==> src/rtl/id_stage_ctrl.sv <==
// rv32i decode-stage controller: classifies each fetched word, registers it into ID/EX one cycle after accept.
// A 2-entry (main + skid) buffer absorbs ex_ready stalls; serializing and illegal ops hold off intake until drain_ack.
module id_stage_ctrl #(
  parameter int unsigned PC_WIDTH          = 32,
  parameter bit          SERIALIZE_ILLEGAL = 1'b1
) (
  input  logic                clk,
  input  logic                rst,
  input  logic                if_valid,
  input  logic [31:0]         if_ir,
  input  logic [PC_WIDTH-1:0] if_pc,
  output logic                if_ready,
  output logic                ex_valid,
  input  logic                ex_ready,
  output logic [31:0]         ex_ir,
  output logic [PC_WIDTH-1:0] ex_pc,
  output logic [2:0]          ex_imm_type,
  output logic                ex_illegal,
  input  logic                flush,
  input  logic                drain_ack
);

  localparam logic [6:0] OPC_LUI    = 7'b0110111;
  localparam logic [6:0] OPC_AUIPC  = 7'b0010111;
  localparam logic [6:0] OPC_JAL    = 7'b1101111;
  localparam logic [6:0] OPC_JALR   = 7'b1100111;
  localparam logic [6:0] OPC_BRANCH = 7'b1100011;
  localparam logic [6:0] OPC_LOAD   = 7'b0000011;
  localparam logic [6:0] OPC_STORE  = 7'b0100011;
  localparam logic [6:0] OPC_OPIMM  = 7'b0010011;
  localparam logic [6:0] OPC_OP     = 7'b0110011;
  localparam logic [6:0] OPC_FENCE  = 7'b0001111;
  localparam logic [6:0] OPC_SYSTEM = 7'b1110011;

  localparam logic [6:0] F7_ZERO = 7'b0000000;
  localparam logic [6:0] F7_ALT  = 7'b0100000;

  localparam logic [2:0] IMM_I    = 3'b000;
  localparam logic [2:0] IMM_B    = 3'b001;
  localparam logic [2:0] IMM_S    = 3'b010;
  localparam logic [2:0] IMM_U    = 3'b011;
  localparam logic [2:0] IMM_J    = 3'b100;
  localparam logic [2:0] IMM_SH   = 3'b101;
  localparam logic [2:0] IMM_Z    = 3'b110;
  localparam logic [2:0] IMM_NONE = 3'b111;

  typedef enum logic {
    RUN   = 1'b0,
    DRAIN = 1'b1
  } state_e;

  typedef struct packed {
    logic [31:0]         ir;
    logic [PC_WIDTH-1:0] pc;
    logic [2:0]          imm_type;
    logic                illegal;
  } ent_t;

  localparam ent_t ENT_RST = '{ir: 32'h0, pc: '0, imm_type: IMM_NONE, illegal: 1'b0};

  logic [6:0] opcode;
  logic [2:0] funct3;
  logic [6:0] funct7;
  logic [2:0] dec_imm;
  logic       dec_ill;
  logic       dec_ser;
  ent_t       dec_ent;

  assign opcode = if_ir[6:0];
  assign funct3 = if_ir[14:12];
  assign funct7 = if_ir[31:25];

  always_comb begin
    dec_imm = IMM_NONE;
    dec_ill = 1'b0;
    dec_ser = 1'b0;
    case (opcode)
      OPC_LUI, OPC_AUIPC: dec_imm = IMM_U;
      OPC_JAL:            dec_imm = IMM_J;
      OPC_JALR: begin
        dec_imm = IMM_I;
        dec_ill = (funct3 != 3'b000);
      end
      OPC_BRANCH: begin
        dec_imm = IMM_B;
        dec_ill = (funct3 == 3'b010) || (funct3 == 3'b011);
      end
      OPC_LOAD: begin
        dec_imm = IMM_I;
        dec_ill = (funct3 == 3'b011) || (funct3 == 3'b110) || (funct3 == 3'b111);
      end
      OPC_STORE: begin
        dec_imm = IMM_S;
        dec_ill = funct3[2] || (funct3 == 3'b011);
      end
      OPC_OPIMM: begin
        case (funct3)
          3'b001: begin
            dec_imm = IMM_SH;
            dec_ill = (funct7 != F7_ZERO);
          end
          3'b101: begin
            dec_imm = IMM_SH;
            dec_ill = (funct7 != F7_ZERO) && (funct7 != F7_ALT);
          end
          default: dec_imm = IMM_I;
        endcase
      end
      OPC_OP: begin
        dec_ill = !((funct7 == F7_ZERO) ||
                    ((funct7 == F7_ALT) && ((funct3 == 3'b000) || (funct3 == 3'b101))));
      end
      OPC_FENCE: dec_ser = 1'b1;
      OPC_SYSTEM: begin
        case (funct3)
          3'b000:                 dec_ser = 1'b1;
          3'b100:                 dec_ill = 1'b1;
          3'b101, 3'b110, 3'b111: dec_imm = IMM_Z;
          default:                dec_imm = IMM_NONE;
        endcase
      end
      default: dec_ill = 1'b1;
    endcase
    // Illegal words carry no immediate; whether they serialize is a build-time choice.
    if (dec_ill) begin
      dec_imm = IMM_NONE;
      dec_ser = SERIALIZE_ILLEGAL;
    end
  end

  assign dec_ent = '{ir: if_ir, pc: if_pc, imm_type: dec_imm, illegal: dec_ill};

  state_e state_q;
  logic   ack_q;
  logic   if_ready_q;
  logic   main_vld_q, main_vld_d;
  logic   skid_vld_q, skid_vld_d;
  ent_t   main_q, main_d;
  ent_t   skid_q, skid_d;

  logic accept;
  logic pop;
  logic main_free;
  logic enter_drain;
  logic leave_drain;

  assign accept      = if_valid && if_ready_q;
  assign pop         = main_vld_q && ex_ready;
  assign main_free   = !main_vld_q || pop;
  assign enter_drain = accept && dec_ser;
  assign leave_drain = (drain_ack || ack_q) && !main_vld_q && !skid_vld_q;

  always_comb begin
    main_vld_d = main_vld_q;
    main_d     = main_q;
    skid_vld_d = skid_vld_q;
    skid_d     = skid_q;
    if (main_free) begin
      if (skid_vld_q) begin
        main_d     = skid_q;
        main_vld_d = 1'b1;
        skid_vld_d = accept;
        if (accept) begin
          skid_d = dec_ent;
        end
      end else if (accept) begin
        main_d     = dec_ent;
        main_vld_d = 1'b1;
      end else begin
        main_vld_d = 1'b0;
      end
    end else if (accept) begin
      skid_d     = dec_ent;
      skid_vld_d = 1'b1;
    end
    // A redirect discards held work but leaves the last payload visible on ex_*.
    if (flush) begin
      main_vld_d = 1'b0;
      skid_vld_d = 1'b0;
    end
  end

  always_ff @(posedge clk) begin
    if (rst) begin
      main_vld_q <= 1'b0;
      skid_vld_q <= 1'b0;
      main_q     <= ENT_RST;
      skid_q     <= ENT_RST;
    end else begin
      main_vld_q <= main_vld_d;
      skid_vld_q <= skid_vld_d;
      main_q     <= main_d;
      skid_q     <= skid_d;
    end
  end

  always_ff @(posedge clk) begin
    if (rst || flush) begin
      state_q    <= RUN;
      ack_q      <= 1'b0;
      if_ready_q <= 1'b1;
    end else begin
      case (state_q)
        RUN: begin
          if (enter_drain) begin
            state_q    <= DRAIN;
            if_ready_q <= 1'b0;
          end else begin
            if_ready_q <= !skid_vld_d;
          end
        end
        DRAIN: begin
          // An early drain_ack is held until the serializing op has left the buffer.
          if (leave_drain) begin
            state_q    <= RUN;
            ack_q      <= 1'b0;
            if_ready_q <= 1'b1;
          end else begin
            ack_q      <= ack_q || drain_ack;
            if_ready_q <= 1'b0;
          end
        end
        default: begin
          state_q    <= RUN;
          ack_q      <= 1'b0;
          if_ready_q <= 1'b1;
        end
      endcase
    end
  end

  assign if_ready    = if_ready_q;
  assign ex_valid    = main_vld_q;
  assign ex_ir       = main_q.ir;
  assign ex_pc       = main_q.pc;
  assign ex_imm_type = main_q.imm_type;
  assign ex_illegal  = main_q.illegal;

  a_no_overrun: assert property (@(posedge clk) disable iff (rst) !(accept && skid_vld_q && !main_free));

endmodule

==> config.mk <==
export PLATFORM = sky130hd
export DESIGN_NAME = id_stage_ctrl
export DESIGN_NICKNAME = d
export VERILOG_FILES = /design/src/rtl/id_stage_ctrl.sv
export SDC_FILE = /design/constraint.sdc
export NUM_CORES = 1
export LEC_CHECK = 0
export CORE_UTILIZATION = 40
export CTS_CLUSTER_SIZE = 12
export DETAILED_ROUTE_END_ITERATION = 16
export PLACE_DENSITY = 0.66
export SETUP_SLACK_MARGIN = 0.3
export SYNTH_ARGS = -nofsm -noshare
export SYNTH_HDL_FRONTEND = slang
export SYNTH_SLANG_ARGS = --single-unit
==> constraint.sdc <==
create_clock -name clk -period 2.13 [get_ports clk]
set_clock_uncertainty 0.15 [all_clocks]
set_input_delay 0.426 -clock clk [delete_from_list [all_inputs] [get_ports clk]]
set_output_delay 0.426 -clock clk [all_outputs]
set_load 0.01 [all_outputs]
# == Word-level counts from Yosys, hierarchy flattened ==
# Index checks and enable logic that the tools add are counted.
# op_classes
eq_ne,21
reduce_logical,32
n_mux,28
bitwise,1
# op_table
op,count
$mux 68,5
$eq 7x6->1 const B,4
$eq 7x7->1 const B,4
$pmux 3 s7,1
$mux 1,15
$eq 7x5->1 const B,2
$eq 3x3->1 const B,4
$logic_or 1x1->1,9
$pmux 1 s2,4
$pmux 1 s8,1
$reduce_or 2->1,4
$eq 7x2->1 const B,1
$eq 7x4->1 const B,1
$logic_and 1x1->1,7
$logic_not 7->1,1
$ne 7x6->1 const B,1
$reduce_bool 7->1,1
$eq 3x2->1 const B,2
$mux 3,2
$logic_not 1->1,4
$reduce_or 4->1,1
$eq 3x1->1 const B,1
$logic_not 3->1,1
$reduce_bool 3->1,1
5 further kinds,5
# word_totals
register_bits,141
output_inout_bits,70

# == Depth between registers and ports, before layout ==
# Gate-level depths: netlist of run 1.
# depth
word_depth,10
ltp_mapped,7
mapped_depth_nobuf,5

# == Worst setup path after synthesis of run 1 ==
# No wires, ideal clock.
# synth_timing
kind,input port to flip-flop
start,input port if_ir[31]
end,register skid_q[0] (netlist name)
required_ns,1.843
setup_ns,0.137
t_arrival_ns,1.678
n_path_buf,0
cell_stages,5
slack_ns,0.165
path_cell_list,or4_4 o32ai_2 a311oi_2 nor4b_2 a211oi_1
# synth_between
elab_chain_len,8
elab_cells_between_ends,13
cone_classes,2 x eq/ne; 5 x mux; 6 x reduce/logical
# synth_rtl
item,line,rtl
"start, declared",10,"input logic [31:0] if_ir,"
branches (longest 4 deep; another with $ne 7x6->1),--,
$pmux 1 s8 (*),77,case (opcode)
$mux 68 (*),"163, 172",
$mux 68,159,if (skid_vld_q) begin
$mux 68 (*),158,if (main_free) begin
"end signal, assigned",193,skid_q <= skid_d;
"end, declared",139,"ent_t skid_q, skid_d;"
# Every way passes the cells marked *. The select of a mux whose other input is x is not followed.
# A chain may end at the register's enable or synchronous reset.

# == Final worst setup path of run 1 ==
# layout_timing
start,input port if_ir[26]
end,register main_q (netlist bit ex_imm_type[2])
# layout_between
elab_chain_len,8
elab_cells_between_ends,13
cone_classes,2 x eq/ne; 5 x mux; 6 x reduce/logical
# layout_rtl
item,line,rtl
branches (longest 4 deep; another with $ne 7x6->1),--,
$pmux 1 s8 (*),77,
$mux 3 (*),125,if (dec_ill) begin
$mux 68 (*),166,end else if (accept) begin
$mux 68 (*),159,
"end signal, assigned",192,main_q <= main_d;
"end, declared",138,"ent_t main_q, main_d;"
# Marks and branches as above.

==> impl_results.md, run 1 <==
- Worst Setup End Kind: flop
- Pre-CTS WS: -0.471 ns
- Worst slew pin tran: about 0.59 ns
- DRT Pass-1 Iters: 5
- Yosys warns: 0
- Routability congestion estimate: around 0.84
- Largest net degree at the start of global routing: 57
- Total GRT Usage: 21.3%
- Synthesis-to-finish area growth: 42.4%
- Final setup margin: 0.312 ns
- Startpoint types: input port
- Min-delay worst type: input port to flop
- Hold WS: 0.100 ns
- Drt via density: about 5.3
- # IOs: between 100 and 150
- Syn nets: ~760
- Clock network power share: 45.7%
- CP Data Required Time: 2.26 ns
- WP data arrival: between 1.5 and 2 ns
- Unrepaired setup endpoints after global routing: yes
- CP Max Fanout: 7
- Fmax: 550 MHz
- Synth cell types: 51
- Switching Share: between 20% and 30%
- Power per cell area: about 820 nW/µm²
- Commonest cells after routing, fill and taps aside: dfxtp_1, nand2_1, nor2_1, dlygate4sd2_1, a21oi_1
- Peak supply drop: approximately 0.53 mV
- FP Rows: 44
- Int Pwr: between 5 and 6 mW
- Fin util: roughly three fifths
- CTS H-tree lvls: 4
- First-pass GRT wire length: approximately 26000 µm
- # setup viols final: 0
- Post-route minimum period: 1.82 ns
- Max_cap viols: 0
- Final period util: ~85%
- Grt total ovfl: 0
- Ys async rst share: 0%
- DIE HEIGHT: around 120 µm
- Post-Syn Area: just under 6000 µm²
- Crit path largest cell delay: 0.54 ns
- Share of cells above drive strength 1: between 10 and 15%
- Starting DRT DRC Count: ~300
- FF-to-FF setup slack: about 0.40 ns
- Initial antenna violation count: 0
- Gate power share: 13.1%
- Hold bufs inserted after CTS: 0
- Die area: around 15000 µm²
- Pins Over Slew Limit: 0
- Commonest non-fill, non-tap cell in the layout: dfxtp_1
- CTS root buf: clkbuf_16
- Final WL: 15800 µm
- Nets: ~910
- Maximum root-to-sink buffer count: 2
- Worst skew pair latency: ~0.41 ns
- Core area: about 15000 µm²
- Post-Syn Instances: between 600 and 700
- Final Hold Viols: 0
- Reg power frac: between 40% and 50%
- Initial Utilization: around 40%
- Cell Chain, Critical Path: buf_8 -> or4_4 -> o32ai_4 -> a311oi_4 -> nor3_4 -> a32oi_1
- Pwr Total: a little under 7 mW
- Residual DRC count: 0
- CP max stage cell: or4_4
- Mean Syn Cell Area: between 8 and 9 µm²
- CTS tree: built
- Antenna cells: 0
- Net Sw Power: approximately 1.6 mW
- Vias in the first global route: between 5000 and 6000
- Sequential area share after synthesis: 47.5%
- CTS Buf Count: 17
- Buffers and inverters on the worst path: 1
- Crit Path Category: input port to flop
- Family with the most delay on the worst path: simple AND/OR/NAND/NOR gates
- ANT nets after route: 0
- Relative slew slack: approximately three fifths
- Number of synthesized flops with an enable pin: 0
- Yosys reg bits: 141
- Routed vias: approximately 5500
- Ys flop type: dfxtp_1
- DP Wirelength: ~10000 µm
- Sink Count: ~140
- Leak Pwr: around 3.2 nW
- Die span in x: between 100 and 150 µm
- Per-cell routed wire length: 15.2 µm
- Outcome: finished, final reports clean
- Clock transition at path regs: approximately 0.06 ns
- Port buffer count: about 140
## cell type report
type | instances | area (µm²)
tap | 184 | 230
inverter | 3 | 11.3
clock inverter | 10 | 161
multi-input combinational | 486 | 2970
timing repair buffer | 193 | 1780
sequential | 141 | 2830
fill | 1324 | 6080
clock buffer | 21 | 470
## state kept, by name (all words and copies together), names as in the netlist
| name | count |
|---|---|
| ex_imm_type | 3 |
| ex_valid | 1 |
| if_ready | 1 |
| ack_q | 1 |
| ex_pc | 32 |
| ex_illegal | 1 |
| skid_vld_q | 1 |
| skid_q | 68 |
| state_q | 1 |
| ex_ir | 32 |
## metrics by stage
step                      std cells  setup TNS [ns]  area [µm²]
after global placement         1002           -6.21        7780
after CTS                      1035               0        8380
after detailed placement       1002          -10.90        7780
after floorplan                 688               0        5940
after global routing           1038               0        8450
final                          1038               0        8450
## power groups by stage
stage          sequential [mW]  combinational, mW  clock (mW)
6_report                  2.85              0.901        3.15
5_1_grt                   2.86              0.987        3.33
4_1_cts                   2.85              0.887        3.22
3_5_place_dp              2.91              0.955           0
3_3_place_gp              2.90              0.931           0
2_1_floorplan             2.95              0.365           0
## per-layer routing
layer  track usage (%)  part of all wire (%)  vias to the layer above
met5                 0                     0                        -
met4              8.21                   1.5                        0
met3              5.45                   6.0                       21
met2              36.4                    49                      146
met1              25.5                    44                     2578
li1                  -                     -                     2719
## synth_stat cells, types with 2 or more instances
master	instances	area, µm²
dfxtp_1	141	2820
nand2_1	136	510
nor2_1	76	285
a21oi_1	70	350
a211oi_1	67	503
mux2i_1	64	641
clkbuf_1	41	154
buf_2	9	45.0
nor3_1	8	40.0
a31oi_1	7	43.8
buf_1	5	18.8
nor2b_1	5	31.3
o211ai_1	4	30.0
o21ai_0	4	20.0
inv_1	3	11.3
nor4bb_1	3	30.0
a2111oi_0	2	17.5
a21boi_0	2	15.0
a21o_1	2	15.0
a221oi_1	2	17.5
and2_2	2	15.0
and3_1	2	12.5
buf_6	2	22.5
o21a_1	2	15.0
o22ai_1	2	12.5
or2_2	2	12.5
## cell families after synthesis
kind of cell             synth area share, %
AO/OA/AOI/OAI                           19.0
adder cells (fa/ha/maj)                0.169
buffers and inverters                   4.47
flip-flops                              47.5
multiplexers                            10.8
AND/OR/NAND/NOR                         18.0
## path summary, 6_finish.rpt
check	to	from	cells past startpoint
min	skid_q[61]	if_ir[25]	3
min reg2reg	skid_q[65]	skid_q[65]	2
max reg2reg	ex_imm_type[1]	ex_valid	8
max	ex_imm_type[2]	if_ir[26]	6
## what timing repair did
item / in CTS / in global routing
setup buffers: 1 / 3
endpoints found under the setup margin: 80 / 117
gates cloned: 1 / 0
pin swaps: 9 / 10
resized for setup: 107 / 20
## worst register-to-register path, cell delays in order, from the launching register on
cell and delay (ns):
dfxtp_1 0.34, nor2b_2 0.25, buf_4 0.16, nor2_4 0.03, buf_12 0.13, buf_4 0.14, o21a_1 0.10, a211oi_1 0.24
a31oi_1 0.06
Note: power is estimated with default switching activity, not from simulation.
==> inputs of run 2 (changes only) <==
Settings changed: CORE_MARGIN set to 2.
==> impl_results.md, run 2 (synthesized netlist as in run 1, its figures left out) <==
- Power per cell area: 811 nW/µm²
- Family with the most delay on the worst path: simple AND/OR/NAND/NOR gates
- Outcome: finished, final reports clean
- Fmax: 544 MHz
- Final period util: ~86%
- Commonest cells after routing, fill and taps aside: dfxtp_1, nand2_1, dlygate4sd2_1
- FP Rows: 44
- CTS tree: built
- CTS root buf: clkbuf_16
- CP Data Required Time: 2.27 ns
- Maximum root-to-sink buffer count: 2
- Worst slew pin tran: between 0.4 and 0.5 ns
- Residual DRC count: 0
- Most flop-heavy register: skid_q
- Port buffer count: ~140
- Pwr Total: approximately 7.0 mW
- Initial Utilization: 40.9%
- Pins Over Slew Limit: 0
- Drt via density: 5.26
- Buffers and inverters on the worst path: 2
- Core area: roughly 15000 µm²
- Share of cells above drive strength 1: ~15%
- DP Wirelength: between 10000 and 15000 µm
- Relative slew slack: 67.1%
- Starting DRT DRC Count: around 240
- Hold bufs inserted after CTS: 0
- CTS Buf Count: 17
- # setup viols final: 0
- CTS H-tree lvls: 4
- Sink Count: 141
- Largest register FFs: 68
- DIE HEIGHT: between 100 and 150 µm
- Startpoint types: input port
- Final Hold Viols: 0
- Peak supply drop: 0.558 mV
- Cell Chain, Critical Path: buf_6 -> or4_4 -> o32ai_4 -> a311oi_4 -> buf_4 -> nor4b_4 -> o22ai_1
- First-pass GRT wire length: roughly 27000 µm
- Initial antenna violation count: 1
- Post-route minimum period: between 1.5 and 2 ns
- Grt total ovfl: 0
- # IOs: 140
- Worst skew pair latency: between 0.4 and 0.5 ns
- DRT Pass-1 Iters: 5
- Worst Setup End Kind: flop
- Commonest non-fill, non-tap cell in the layout: dfxtp_1
- Routed vias: 5486
- WP data arrival: between 1.5 and 2 ns
- Unrepaired setup endpoints after global routing: yes
- ANT nets after route: 0
- Total GRT Usage: between 20% and 30%
- Nets: approximately 920
- Crit Path Category: input port to flop
- Vias in the first global route: approximately 5600
- Per-cell routed wire length: 15.7 µm
- Largest net degree at the start of global routing: 76
- Min-delay worst type: input port to flop
- Cells after DPL: about 1000
- CP Max Fanout: 2
- CP max stage cell: or4_4
- FILL cells: between 1000 and 1500
- Clock transition at path regs: 0.06 ns
- Max_cap viols: 0
- Die span in x: between 100 and 150 µm
- Routability congestion estimate: a little over 0.8
- Synthesis-to-finish area growth: 44.6%
- Crit path largest cell delay: roughly 0.54 ns
- Fin util: between 50% and 60%
- Final WL: ~16000 µm
- Leak Pwr: between 3 and 4 nW
- Post-route non-filler standard cell count: ~1000
- Die area: about 16000 µm²
## run 2: path summary, 6_finish.rpt
path | startpoint | endpoint | slack [ns] | depth (start not counted)
max | if_ir[26] | ex_illegal | 0.29 | 7
min | if_ir[25] | skid_q[61] | 0.10 | 3
max reg2reg | skid_vld_q | ex_imm_type[1] | 0.36 | 5
min reg2reg | skid_q[12] | skid_q[12] | 0.30 | 2
## run 2: final cells by class
type	instances	area [µm²]	share of cell area, %
clock inverters	8	125	1.46
clock buffers	24	523	6.09
inverters	3	11.3	0.131
repair buffers	196	1840	21.5
well taps	184	230	2.68
multi-input cells	486	3020	35.2
diodes	1	2.50	0.0292
flip-flops and latches	141	2830	32.9
## run 2: power by group
group | total (mW) | internal (mW) | switching (mW)
Clock | 3.19 | 2.07 | 1.12
Sequential | 2.85 | 2.77 | 0.0717
Combinational | 0.922 | 0.453 | 0.469
Total | 6.96 | 5.30 | 1.66
## run 2: repair_timing
| item | 4_1_cts | 5_1_grt |
|---|---|---|
| buffers inserted | 4 | 6 |
| gates resized for setup | 121 | 14 |
| pin swaps | 11 | 5 |
| setup endpoints to repair | 144 | 54 |
| endpoints found under the hold margin | 0 | 0 |
| cloned | 0 | 1 |
## run 2: through the flow
stage                     instance area, µm²  hold WS [ns]  TNS [ns]  setup slack [ns]
final                                   8580         0.104         0             0.291
after global routing                    8580         0.119         0             0.241
after CTS                               8470        0.0875         0             0.252
after detailed placement                7750         0.298    -21.83            -0.393
after global placement                  7750         0.292    -11.22            -0.380
after floorplan                         5940         0.286         0             0.165
## run 2: metal layers
metal | routed length [µm] | part of all wire, % | vias up | GRT usage, %
met5 | 0 | 0 | - | 0
met4 | 206 | 1.3 | 0 | 6.14
met3 | 1010 | 6.2 | 16 | 6.92
met2 | 7920 | 48 | 144 | 35.4
met1 | 7200 | 44 | 2598 | 24.5
li1 | - | - | 2728 | -
## run 2: worst reg2reg max path, cell delays in order (launching register included)
cell	delay [ns]
dfxtp_4	0.40
buf_4	0.44
inv_1	0.18
o21a_1	0.20
a211oi_1	0.21
a31oi_1	0.07
==> inputs of run 3 (changes only) <==
Settings changed: CORE_UTILIZATION 40 to 45, PLACE_DENSITY 0.66 to 0.76.
Clock period 2.13 ns to 1.5 ns, I/O delays scaled along.
==> impl_results.md, run 3 (synthesized netlist as in run 1, its figures left out) <==
- Outcome: complete, but fails checks
- Failing checks: setup timing
- Total GRT Usage: a little over a third
- Final Hold Viols: 0
- ANT nets after route: 0
- Most flop-heavy register: skid_q
- Largest net degree at the start of global routing: 46
- Starting DRT DRC Count: 721
- Crit Path Category: flop to flop
- CP Data Required Time: ~1.7 ns
- FF-to-FF setup slack: -0.36 ns
- Cell Chain, Critical Path: nor2b_4 -> buf_6 -> buf_4 -> maj3_1 -> nand2_2 -> and3_4 -> a22o_1
- Grt total ovfl: 0
- Pre-CTS WS: -0.971 ns
- Commonest non-fill, non-tap cell in the layout: buf_6
- Family with the most delay on the worst path: simple AND/OR/NAND/NOR gates
- Final WL: between 30000 and 40000 µm
- Port buffer count: ~140
- CTS Buf Count: 17
- Residual DRC count: 0
- Final period util: 124%
- Power per cell area: just over 900 nW/µm²
- Crit path largest cell delay: approximately 0.4 ns
- Fmax: about 540 MHz
- Routability congestion estimate: ~0.84
- Maximum root-to-sink buffer count: 2
- R2r worst-path depth: 7
- Largest register FFs: 68
- Buffers and inverters on the worst path: 2
- Min-delay worst type: input port to flop
- Per-cell routed wire length: around 27 µm
- Startpoint types: flop
- Worst skew pair latency: 0.44 ns
- WP data arrival: 2.07 ns
- # setup viols final: 140
- CP max stage cell: maj3_1
- Cells after DPL: roughly 1000
- Commonest cells after routing, fill and taps aside: buf_6, buf_4, dfxtp_1
- Sink Count: roughly 140
- Final setup margin: -0.356 ns
- Drt via density: between 6 and 7
- Initial antenna violation count: 0
- Worst slew pin tran: between 0.5 and 0.6 ns
- Nets: ~1100
- Post-route minimum period: between 1.5 and 2 ns
- CP Depth: 7
- Reg2reg start: ex_valid
- CTS root buf: clkbuf_16
- Max_cap viols: 0
- Die area: roughly 14000 µm²
- Synthesis-to-finish area growth: 105%
- Post-route non-filler standard cell count: ~1200
- FP Rows: 41
- DR top layer: met4
- Metal3 WL: 2470 µm
- FILL cells: approximately 290
- CTS tree: built
- CTS H-tree lvls: 4
- Antenna cells: 0
- Worst Setup SP: ex_valid
- Critical path endpoint: if_ready
- Unrepaired setup endpoints after global routing: yes
- Die span in x: between 100 and 150 µm
- Clock transition at path regs: ~0.06 ns
- DIE HEIGHT: between 100 and 150 µm
- Metal2 WL: 15900 µm
- Initial Utilization: 46.5%
- Placed cell areas: between 8000 and 9000 µm²
- Leak Pwr: about 4.7 nW
- Post-route cell area: roughly 12000 µm²
- # IOs: 140
- Core area: 12800 µm²
- First-pass GRT wire length: just under 40000 µm
- Met1 Routed Length: ~11000 µm
- RR Endpoint: if_ready
- CP Max Fanout: 4
- Pins Over Slew Limit: 0
- DRT Pass-1 Iters: 7
- Vias in the first global route: 7056
- Share of cells above drive strength 1: about two thirds
- Peak supply drop: 0.967 mV
- DP Wirelength: roughly 11000 µm
- Worst Setup End Kind: flop
- Routed vias: ~7400
- Fin util: a little over nine tenths
- Relative slew slack: around three fifths
## run 3: cell types whose count changed in the layout (fill, tap and decap cells not counted), sizes merged, moves of 2 or more
cell,previous run,this run
dlymetal6s2s,3,0
dlygate4sd3,0,2
dlygate4sd2,76,5
clkdlybuf4s15,1,5
clkbuf,25,31
buf,61,261
## run 3: how the worst min path moves through the flow
stage                           from         end  slack [ns]  depth (start not counted)
after global placement    skid_q[17]  skid_q[17]        0.29                          2
after global routing       if_ir[27]  skid_q[63]        0.06                          3
after floorplan                flush       ack_q        0.24                          1
after CTS                  if_ir[27]  skid_q[63]        0.01                          3
final                      if_ir[27]  skid_q[63]        0.05                          3
after detailed placement  skid_q[20]  skid_q[20]        0.30                          2
## run 3: worst min-delay path, stage by stage
cell	delay, ns
buf_2	0.13
nand2_1	0.10
a21oi_2	0.06
## run 3: layout make-up
| type | count | area (µm²) | area share (%) |
|---|---|---|---|
| inverters | 3 | 11.3 | 0.0924 |
| repair buffers | 333 | 4080 | 33.4 |
| flip-flops and latches | 141 | 2930 | 24.0 |
| clock inverters | 6 | 80.1 | 0.657 |
| multi-input cells | 487 | 4350 | 35.7 |
| well taps | 172 | 215 | 1.77 |
| clock buffers | 25 | 526 | 4.31 |
## run 3: per-stage QoR
stage / hold slack [ns] / total power [mW] / setup TNS [ns]
final: 0.0526 / 11.3 / -29.31
after global routing: 0.0626 / 11.5 / -33.75
after CTS: 0.0145 / 10.5 / -12.38
after detailed placement: 0.298 / 5.68 / -63.20
after global placement: 0.291 / 5.63 / -58.60
after floorplan: 0.240 / 4.95 / -2.73
## run 3: per-layer routing
| layer | vias to the layer above | track usage (%) |
|---|---|---|
| li1 | 3035 | - |
| met3 | 216 | 7.61 |
| met2 | 521 | 61.6 |
| met4 | 0 | 18.5 |
| met5 | - | 0 |
| met1 | 3616 | 40.0 |
## run 3: power by group
group	switching [mW]	internal, mW	total [mW]
Clock	1.71	2.74	4.45
Combinational	1.24	1.41	2.65
Sequential	0.185	3.97	4.16
Total	3.14	8.13	11.3
## run 3: timing repair
| item | CTS | global route |
|---|---|---|
| hold endpoints to repair | 2 | 0 |
| pin swaps | 91 | 68 |
| resized for setup | 696 | 179 |
| setup endpoints to repair | 210 | 210 |
| buffers inserted | 65 | 36 |
| hold buffers | 2 | 0 |
| cloned | 24 | 6 |
